<file path="config.mk">
export PLATFORM = sky130hd
export DESIGN_NAME = pio_in_edge_capture
export DESIGN_NICKNAME = d
export VERILOG_FILES = /design/src/rtl/pio_in_edge_capture.sv
export SDC_FILE = /design/constraint.sdc
export NUM_CORES = 1
export LEC_CHECK = 0
export CAP_MARGIN = 25
export CORE_UTILIZATION = 40
export CTS_CLUSTER_SIZE = 8
export DETAILED_ROUTE_END_ITERATION = 7
export GPL_ROUTABILITY_DRIVEN = 0
export GPL_TIMING_DRIVEN = 0
export HOLD_SLACK_MARGIN = 0.02
export PLACE_DENSITY = 0.79
export SKIP_LAST_GASP = 1
export SYNTH_ARGS = -nofsm -noshare
export SYNTH_HDL_FRONTEND = slang
export SYNTH_SLANG_ARGS = --single-unit
</file>
<file path="constraint.sdc">
create_clock -name clk -period 1.2 [get_ports clk]
set_clock_uncertainty 0.2 [all_clocks]
set_input_delay 0.36 -clock clk [delete_from_list [all_inputs] [get_ports clk]]
set_output_delay 0.36 -clock clk [all_outputs]
set_load 0.01 [all_outputs]
</file>
<file path="src/rtl/pio_in_edge_capture.sv">
// rtl/pio_in_edge_capture.sv - Avalon-MM input PIO with synchroniser, sticky edge capture and irq
module pio_in_edge_capture #(
  parameter int WIDTH       = 8,
  parameter int SYNC_STAGES = 2,
  parameter int EDGE_TYPE   = 0,
  parameter int IRQ_TYPE    = 1
) (
  input  logic             clk,
  input  logic             reset_n,
  input  logic [2:0]       address,
  input  logic             chipselect,
  input  logic             read_n,
  input  logic             write_n,
  input  logic [31:0]      writedata,
  output logic [31:0]      readdata,
  input  logic [WIDTH-1:0] in_port,
  output logic             irq
);

  localparam logic [2:0] ADDR_DATA    = 3'd0;
  localparam logic [2:0] ADDR_MASK    = 3'd2;
  localparam logic [2:0] ADDR_CAPTURE = 3'd3;

  logic [SYNC_STAGES-1:0][WIDTH-1:0] r_sync;
  logic [WIDTH-1:0]                  r_prev;
  logic [WIDTH-1:0]                  r_irq_mask;
  logic [WIDTH-1:0]                  r_edge_capture;

  logic             w_wr;
  logic             w_rd;
  logic [WIDTH-1:0] w_sync_data;
  logic [WIDTH-1:0] w_rise;
  logic [WIDTH-1:0] w_fall;
  logic [WIDTH-1:0] w_edge;
  logic [WIDTH-1:0] w_clr;
  logic [31:0]      w_rd_mux;
  logic             w_unused_ok;

  assign w_wr = chipselect & ~write_n;
  assign w_rd = chipselect & ~read_n;

  // Bits of writedata above WIDTH are ignored on every register.
  assign w_unused_ok = ^writedata;

  assign w_sync_data = r_sync[SYNC_STAGES-1];

  // Shift the external inputs through the synchroniser chain; stage 0 takes in_port.
  always_ff @(posedge clk or negedge reset_n) begin
    if (!reset_n) begin
      r_sync <= '0;
    end else begin
      r_sync <= {r_sync[SYNC_STAGES-2:0], in_port};
    end
  end

  // Delay sync_data by one cycle; resetting to 0 means a high input at release reads as a rising edge.
  always_ff @(posedge clk or negedge reset_n) begin
    if (!reset_n) begin
      r_prev <= '0;
    end else begin
      r_prev <= w_sync_data;
    end
  end

  assign w_rise = w_sync_data & ~r_prev;
  assign w_fall = ~w_sync_data & r_prev;
  assign w_edge = (EDGE_TYPE == 0) ? w_rise :
                  (EDGE_TYPE == 1) ? w_fall :
                                     (w_rise | w_fall);

  assign w_clr = (w_wr && (address == ADDR_CAPTURE)) ? writedata[WIDTH-1:0] : '0;

  // Interrupt mask register, written from the bus.
  always_ff @(posedge clk or negedge reset_n) begin
    if (!reset_n) begin
      r_irq_mask <= '0;
    end else if (w_wr && (address == ADDR_MASK)) begin
      r_irq_mask <= writedata[WIDTH-1:0];
    end
  end

  // Sticky capture: clear first, then OR in new edges so a coincident edge is never lost.
  always_ff @(posedge clk or negedge reset_n) begin
    if (!reset_n) begin
      r_edge_capture <= '0;
    end else begin
      r_edge_capture <= (r_edge_capture & ~w_clr) | w_edge;
    end
  end

  // Select the addressed register, zero-extended; unmapped words read 0.
  always_comb begin
    w_rd_mux = '0;
    case (address)
      ADDR_DATA:    w_rd_mux[WIDTH-1:0] = w_sync_data;
      ADDR_MASK:    w_rd_mux[WIDTH-1:0] = r_irq_mask;
      ADDR_CAPTURE: w_rd_mux[WIDTH-1:0] = r_edge_capture;
      default:      w_rd_mux = '0;
    endcase
  end

  // Register read data on a read strobe; it holds otherwise. Values are pre-write on a collision.
  always_ff @(posedge clk or negedge reset_n) begin
    if (!reset_n) begin
      readdata <= '0;
    end else if (w_rd) begin
      readdata <= w_rd_mux;
    end
  end

  assign irq = (IRQ_TYPE == 1) ? |(r_edge_capture & r_irq_mask)
                               : |(w_sync_data & r_irq_mask);

endmodule

</file>
==> results of run 1 <==
==> power breakdown <==
group          leakage (nW)  switching (mW)  internal, mW
registers             0.558           0.100          1.75
clock network        0.0642           0.497         0.819
logic                 0.832           0.278         0.452
==> layer usage <==
| metal | GRT usage | vias to the layer above | wire length, µm | part of all wire |
|---|---|---|---|---|
| met4 | 0.07190 | 0 | 65 | 0.018 |
| met3 | 0.03453 | 8 | 178 | 0.048 |
| li1 | - | 690 | - | - |
| met5 | 0 | - | 0 | 0 |
| met1 | 0.1838 | 659 | 1578 | 0.43 |
| met2 | 0.2555 | 36 | 1872 | 0.51 |
==> logic make-up after synthesis <==
group,count (synthesis),share of synthesized area
muxes,16,0.09969
other,1,0.001867
DFF,48,0.5981
AOI/OAI and AO/OA,36,0.1097
buffers and inverters,41,0.1290
and+or+nand+nor,22,0.06169
==> flip-flops by register name (all words and copies together) (netlist names) <==
| name | cells |
|---|---|
| r_sync | 8 |
| r_edge_capture | 8 |
| w_sync_data | 8 |
| readdata | 8 |
| r_prev | 8 |
| r_irq_mask | 8 |
==> through the flow <==
stage          power, mW  utilization
2_1_floorplan      2.225            -
3_3_place_gp       2.434       0.5305
3_5_place_dp       2.462       0.5336
4_1_cts            3.848       0.5778
5_1_grt            4.075       0.6042
6_report           3.900       0.6042
==> layout by cell type, fill, tap and decap left out, drive strengths merged, types with 2 or more instances in the layout <==
master	count
o21ai	24
a22oi	4
or3b	2
conb	24
dfrtp	48
clkbuf	9
inv	8
nand3	16
a22o	8
buf	68
mux2i	8
clkdlybuf4s50	15
mux2	8
bufinv	2
==> worst register-to-register path: stages (launching register included) <==
cell     delay [ps]
dfrtp_1         410
buf_4           140
buf_6           110
mux2i_1         190
o21ai_1         100
a22o_1          180
==> worst min path at each step <==
| stage | startpoint | endpoint | slack, ps | depth (start not counted) |
|---|---|---|---|---|
| after detailed placement | reset_n | readdata[0]$_DFFE_PN0P_ | 90 | 1 |
| after CTS | reset_n | r_sync[3]$_DFF_PN0_ | -230 | 1 |
| after floorplan | reset_n | r_edge_capture[0]$_DFF_PN0_ | -140 | 0 |
| after global placement | r_sync[5]$_DFF_PN0_ | w_sync_data[5]$_DFF_PN0_ | 130 | 0 |
| after global routing | reset_n | w_sync_data[3]$_DFF_PN0_ | -220 | 1 |
| final | reset_n | readdata[0]$_DFFE_PN0P_ | -230 | 1 |
==> what timing repair did <==
item | CTS | global route
setup buffers | 17 | 12
hold endpoints to repair | 15 | 15
setup endpoints to repair | 33 | 31
resized for setup | 67 | 20
pin swaps | 11 | 6
==> area by class of cell <==
type,instances,area (µm²),area share
inverter,8,30.03,0.01039
buffer,30,240.2,0.08308
clock inverter,2,60.06,0.02077
tap,67,83.83,0.02899
clock buffer,5,68.82,0.02380
multi-input combinational,98,695.7,0.2406
timing repair buffer,59,511.7,0.1770
sequential,48,1201,0.4154
==> results.md, run 1 <==
- Starting density of the core: 0.4196
- CP max FO: 2
- Layout cells sized above 1: 0.4040
- Synth Cell Area: 0.002008 mm²
- Max-Cap Viols: 0
- Die width: 72.86 µm
- Row count: 25
- CP startpoint: r_edge_capture[0]$_DFF_PN0_
- N_diodes: 0
- Mean Syn Cell Area: 12.24 µm²
- TritonCTS clock tree: done
- Worst path required time: 640 ps
- Synth Register Bits: 48
- R2R cell count: 5
- Vias per inst: 4.394
- Buf/Inv on CP: 1
- Gr ovfl total: 0
- Finished Layout Cells: 317
- Ys async rst share: 1.000
- Worst path arrival time: 1180 ps
- Crit. path cell count: 3
- Final ANT Viol Nets: 0
- Worst r2r dst: readdata[0]$_DFFE_PN0P_
- Final setup viols: 25
- Violated checks: hold timing, setup timing
- Clock Tree Buf Depth: 2
- Placed Area: 0.002554 mm²
- Initial antenna violation count: 0
- WL final: 3695 µm
- Number of library cell types mapped by synthesis: 19
- I/O pin count: 81
- Status: complete, but fails checks
- Overall routing resource usage: 0.1513
- EDFF count, synth: 0
- Post-synth top area share: 0.5981
- CTS Buf Count: 5
- Fin Hold WS: -229.5 ps
- Final min period: 1744 ps
- Pin count of the biggest net entering global routing: 34
- Die area: 0.005308 mm²
- Hold Crit Class: primary input to async pin
- Place WS: -1358 ps
- Fin crit share: 1.454
- Fin. Hold Viols: 15
- Vias in the first global route: 1,292
- Register area share after synthesis: 0.5981
- Synth cell count leaders: dfrtp_1 (48), buf_4 (24), o21ai_0 (24)
- Placed Instances: 285
- CP endpoint: irq
- Kind of cell adding the most delay to the critical path: flip-flops
- Most frequent cell after synthesis: dfrtp_1
- PnR worst setup slack: -544.4 ps
- Pwr/cell area: 1349 mW/mm²
- First-pass GRT wire length: 5947 µm
- Post-DP HPWL: 2546 µm
- Dominant synthesized flop cell: dfrtp_1
- Initial DRC Count: 57
- Yosys Warn Count: 0
- Core Area: 0.004786 mm²
- DR DRC count: 0
- First-pass detailed-route iteration total: 4
- Mean routed wirelength per cell: 11.66 µm
- # nets final: 298
- Vias: 1,393
- Reg clk slew, reported paths: 80 ps
- Area contributors post-synth: dfrtp_1 (60%), buf_4 (9.0%), o21ai_0 (6.0%), mux2_4 (6.0%), mux2i_1 (4.0%)
- VDD IR max: 0.7682 mV
- Clk_lat worst skew: 290 ps
- Fin area: 0.002892 mm²
- Count of buffers from port buffering: 30
- Static Leak: 1.454 nW
- CTS HTree Levels: 2
- Flop2flop setup slack: -220 ps
- Layout Area Growth over Synthesis: 43.99%
- Num Clock Sinks: 48
- CP cell instances: a22oi_2 -> nand4_1 -> buf_2
- Yosys top cell by area: dfrtp_1
- Clk root buf: clkbuf_8
- Slew Limit Fails: 0
- Max incr delay on CP: 390 ps
- Fmax: 0.5733 GHz
- Setup TNS: -6159 ps
- Critical path's slowest cell: dfrtp_1
- DIE HEIGHT: 72.86 µm
- Setup crit start kind: flop
- Worst reg2reg startpoint: r_irq_mask[0]$_DFFE_PN0P_
- CP Capture Type: primary output
- Fillers: 401
- Crit path kind: flop to primary output
- Mapped Cells: 164
- RSZ-0062 raised after global routing: true
Note: power is estimated with default switching activity, not from simulation.
==> run 2: changes to the inputs <==
--- a/config.mk
+++ b/config.mk
@@ -9,10 +9,11 @@
 export CORE_UTILIZATION = 40
 export CTS_CLUSTER_SIZE = 8
 export DETAILED_ROUTE_END_ITERATION = 7
+export DONT_BUFFER_PORTS = 1
 export GPL_ROUTABILITY_DRIVEN = 0
 export GPL_TIMING_DRIVEN = 0
 export HOLD_SLACK_MARGIN = 0.02
-export PLACE_DENSITY = 0.79
+export PLACE_DENSITY = 0.58
 export SKIP_LAST_GASP = 1
 export SYNTH_ARGS = -nofsm -noshare
 export SYNTH_HDL_FRONTEND = slang
==> results.md, run 2 (synthesis gave the netlist of run 1 again) <==
- Status: complete, but fails checks
- Violated checks: hold timing, setup timing
- Psw: 828.3 µW
- Fin area: 0.002577 mm²
- First-pass detailed-route iteration total: 4
- Flop pwr share: 0.529
- Slew Limit Fails: 0
- Fin crit share: 1.408
- VDD IR max: 0.6031 mV
- Initial DRC Count: 47
- First-pass GRT wire length: 6182 µm
- Clock network power share: 0.320
- Core Area: 0.004786 mm²
- DR DRC count: 0
- Most common cell after layout, fill and taps aside: dfrtp_1
- N_diodes: 0
- Worst path required time: 640 ps
- Logic pwr share: 0.151
- CTS HTree Levels: 2
- Worst reg2reg startpoint: r_irq_mask[1]$_DFFE_PN0P_
- Layout Area Growth over Synthesis: 28.35%
- TritonCTS clock tree: done
- Final ANT Viol Nets: 0
- Flop2flop setup slack: -40 ps
- Sw Share: 0.2342
- PnR worst setup slack: -490.0 ps
- Layout cells sized above 1: 0.2903
- Post-DP HPWL: 2521 µm
- CP cell instances: a22oi_2 -> nand4_1
- Setup crit start kind: flop
- # nets final: 264
- Most frequent cells in the layout: dfrtp_1 (48), buf_4 (31), conb_1 (24)
- DIE HEIGHT: 72.86 µm
- Overall routing resource usage: 0.1613
- Vias: 1,273
- Hold buffer count at CTS: 16
- R2R cell count: 4
- Critical path's slowest cell: dfrtp_1
- Die area: 0.005308 mm²
- Buf/Inv on CP: 0
- Mean routed wirelength per cell: 13.11 µm
- Fin. Hold Viols: 48
- Initial antenna violation count: 0
- Count of buffers from port buffering: 0
- CP Capture Type: primary output
- CP max FO: 3
- Row count: 25
- Fmax: 0.5917 GHz
- Vias in the first global route: 1,227
- Reg clk slew, reported paths: 90 ps
- Num Clock Sinks: 48
- Kind of cell adding the most delay to the critical path: flip-flops
- Gr ovfl total: 0
- Fin Hold WS: -455.7 ps
- Clk_lat worst skew: 300 ps
- Cell internal pwr: 2.709 mW
- Hold Crit Class: primary input to async pin
- WL final: 3724 µm
- CTS Buf Count: 5
- Clk root buf: clkbuf_8
- Placed Area: 0.002238 mm²
- Clock Tree Buf Depth: 2
- Crit path kind: flop to primary output
- Pin count of the biggest net entering global routing: 49
- Starting density of the core: 0.4196
- Worst r2r dst: readdata[1]$_DFFE_PN0P_
- I/O pin count: 81
- Die width: 72.86 µm
- Static Leak: 1.250 nW
- Final min period: 1690 ps
- Worst path arrival time: 1130 ps
- Vias per inst: 4.482
- Final setup viols: 18
- Max-Cap Viols: 0
- Pwr/cell area: 1372 mW/mm²
- Max incr delay on CP: 410 ps
- RSZ-0062 raised after global routing: true
-- run 2: cell count changes in the layout (fill, tap and decap cells not counted), sizes merged --
| cell | previous run | this run |
|---|---|---|
| clkbuf | 9 | 11 |
| dlygate4sd2 | 1 | 0 |
| clkdlybuf4s50 | 15 | 0 |
| clkinv | 0 | 1 |
| dlygate4sd3 | 0 | 16 |
| dlymetal6s2s | 1 | 0 |
| buf | 68 | 34 |
| bufinv | 2 | 1 |
-- run 2: routing by layer --
layer / global-route usage / up-vias / share of wire
met4: 0.06972 / 0 / 0.014
met1: 0.2160 / 596 / 0.46
met5: 0 / - / 0
met3: 0.05525 / 4 / 0.071
li1: - / 624 / -
met2: 0.2388 / 49 / 0.45
-- run 2: what timing repair did --
action,4_1_cts,5_1_grt
buffers inserted,1,7
gates resized for setup,5,16
endpoints found under the setup margin,21,30
pin swaps,3,5
endpoints found under the hold margin,64,48
-- run 2: cell type report --
class                      count  area, µm²
fill                         419       2208
clock buffer                   6      72.57
buffer                        31      254.0
inverter                       8      30.03
clock inverter                 2      35.03
sequential                    48       1201
multi-input combinational     98      676.9
timing repair buffer          24      224.0
tap                           67      83.83
-- run 2: worst max-delay path by stage --
stage                                 from                   endpoint  slack (ps)  cells past startpoint
5_1_grt        r_edge_capture[3]$_DFF_PN0_                        irq        -550                      2
6_report       r_edge_capture[3]$_DFF_PN0_                        irq        -490                      2
3_3_place_gp                       write_n  r_irq_mask[6]$_DFFE_PN0P_        -870                      5
4_1_cts        r_edge_capture[3]$_DFF_PN0_                        irq        -500                      2
2_1_floorplan                      write_n  r_irq_mask[0]$_DFFE_PN0P_        -790                      5
3_5_place_dp                       write_n  r_irq_mask[0]$_DFFE_PN0P_        -880                      5
-- run 2: metrics by stage --
stage                     worst slack, ps    util  power [mW]  instances  TNS (ps)
after CTS                          -504.2  0.5244       3.496        277     -4395
after global routing               -552.0  0.5386       3.727        284     -4750
after detailed placement           -884.8  0.4677       2.307        254    -11680
after global placement             -868.9  0.4677       2.291        254    -11450
final                              -490.0  0.5386       3.537        284     -4296
after floorplan                    -793.5       -       2.225        187     -9261
-- run 2: power by group through the flow --
stage,combinational (mW),clock (mW),sequential (mW)
floorplan,0.359,0,1.87
global placement,0.400,0,1.89
detailed placement,0.409,0,1.90
CTS,0.461,1.16,1.87
global route,0.587,1.25,1.89
finish,0.533,1.13,1.87
-- run 2: worst reg2reg max path: stages (launching register included) --
cell	delay (ps)
dfrtp_1	400
buf_4	140
mux2i_1	120
o21ai_1	80
a22o_1	170
==> run 3: changes to the inputs <==
==> constraint.sdc (replaced) <==
create_clock -name clk -period 1.8 [get_ports clk]
set_clock_uncertainty 0.2 [all_clocks]
set_input_delay 0.54 -clock clk [delete_from_list [all_inputs] [get_ports clk]]
set_output_delay 0.54 -clock clk [all_outputs]
set_load 0.01 [all_outputs]
==> results.md, run 3 (synthesis gave the netlist of run 1 again) <==
- Status: complete, but fails checks
- Violated checks: hold timing, setup timing
- Worst path arrival time: 1120 ps
- Fillers: 432
- Worst-margin pin slew: 505.5 ps
- Post-DP HPWL: 2547 µm
- Fin crit share: 1.032
- Fin Hold WS: -268.5 ps
- Clk_lat worst skew: 290 ps
- First-pass detailed-route iteration total: 4
- Clock Tree Buf Depth: 2
- Mean routed wirelength per cell: 13.46 µm
- # nets final: 243
- Core Area: 0.004786 mm²
- Reg area: 0.001201 mm²
- Met2 Use GR: 0.2274
- DIE HEIGHT: 72.86 µm
- Setup TNS: -58.27 ps
- Gr busiest metal: met2
- Hold Crit Class: primary input to async pin
- Slew HR: 0.6630
- Die area: 0.005308 mm²
- Slew Limit Fails: 0
- Die width: 72.86 µm
- Layout cells sized above 1: 0.2500
- Clk root buf: clkbuf_8
- Fin. Hold Viols: 48
- Pwr/cell area: 948.1 mW/mm²
- Met3 Usage GRT: 0.06215
- M1 GR Usage: 0.1940
- Final Core Density: 0.4792
- DR DRC count: 0
- Static Leak: 1.110 nW
- Most common cell after layout, fill and taps aside: dfrtp_1
- Reg clk slew, reported paths: 80 ps
- Final setup viols: 1
- Overall routing resource usage: 0.1526
- Worst path required time: 1060 ps
- Fmax: 0.5381 GHz
- WL final: 3541 µm
- Vias in the first global route: 1,190
- PnR Total Power: 2.174 mW
- Most frequent cells in the layout: dfrtp_1 (48), buf_4 (27), o21ai_0 (24), conb_1 (24), nand3_1 (16)
- Layout Area Growth over Synthesis: 14.21%
- Vias per inst: 4.570
- N_diodes: 0
- CP Capture Type: primary output
- Setup crit start kind: flop
- Final ANT Viol Nets: 0
- Gr ovfl total: 0
- Critical path's slowest cell: dfrtp_1
- RSZ-0062 raised after global routing: true
- Crit path kind: flop to primary output
- CTS HTree Levels: 2
- I/O pin count: 81
- CP max FO: 2
- Count of buffers from port buffering: 0
- VDD IR max: 0.3382 mV
- Final min period: 1858 ps
- Initial DRC Count: 62
- Buf/Inv on CP: 0
- CP cell instances: a22oi_1 -> nand4_1
- CTS Buf Count: 5
- Initial antenna violation count: 0
- Vias: 1,202
- Pin count of the biggest net entering global routing: 49
- Kind of cell adding the most delay to the critical path: flip-flops
- TritonCTS clock tree: done
- Multi-input gate area: 656.9 µm²
- First-pass GRT wire length: 5913 µm
- Row count: 25
- Max-Cap Viols: 0
- PnR worst setup slack: -58.27 ps
- Starting density of the core: 0.4196
- Num Clock Sinks: 48
- Max incr delay on CP: 390 ps
run 3: through the flow:
step,setup slack [ps],cells,instance area (µm²),hold slack (ps)
after floorplan,-373.5,187,2106,44.41
after global placement,-443.1,254,2190,45.60
after detailed placement,-444.8,254,2190,46.20
after CTS,-74.97,264,2300,-280.7
after global routing,-114.3,263,2293,-294.0
final,-58.27,263,2293,-268.5
run 3: routing by layer:
metal | vias to the layer above | wire, µm
met2 | 53 | 1569
li1 | 574 | -
met4 | 0 | 81
met5 | - | 0
met1 | 566 | 1610
met3 | 9 | 279
run 3: cell type report:
cell class | count | area share
Multi-Input combinational cell | 98 | 0.2864
Clock buffer | 8 | 0.03928
Tap cell | 67 | 0.03655
Timing Repair Buffer | 3 | 0.009820
Sequential cell | 48 | 0.5237
Inverter | 8 | 0.01309
Buffer | 31 | 0.09111
run 3: path summary, 6_finish.rpt:
check                                     startpoint                        end  slack (ps)  depth (start not counted)
min                                          reset_n  r_irq_mask[2]$_DFFE_PN0P_        -270                          0
max in group asynchronous                    reset_n        r_sync[5]$_DFF_PN0_        1580                          0
max reg2reg                r_irq_mask[2]$_DFFE_PN0P_    readdata[2]$_DFFE_PN0P_         510                          4
min in group clk                          in_port[1]        r_sync[1]$_DFF_PN0_          70                          0
min reg2reg                      r_sync[7]$_DFF_PN0_   w_sync_data[7]$_DFF_PN0_         150                          0
max                        r_irq_mask[2]$_DFFE_PN0P_                        irq         -60                          2
run 3: repair_timing:
item | in CTS | in global routing
cloned | 0 | 0
pin swaps | 2 | 2
buffers inserted | 3 | 0
setup endpoints to repair | 9 | 9
gates resized for setup | 3 | 1
endpoints found under the hold margin | 48 | 48
run 3: report_power, final:
group / total, mW / internal [mW] / switching [mW]
Combinational: 0.285 / 0.170 / 0.116
Clock: 0.643 / 0.314 / 0.330
Sequential: 1.25 / 1.17 / 0.0754
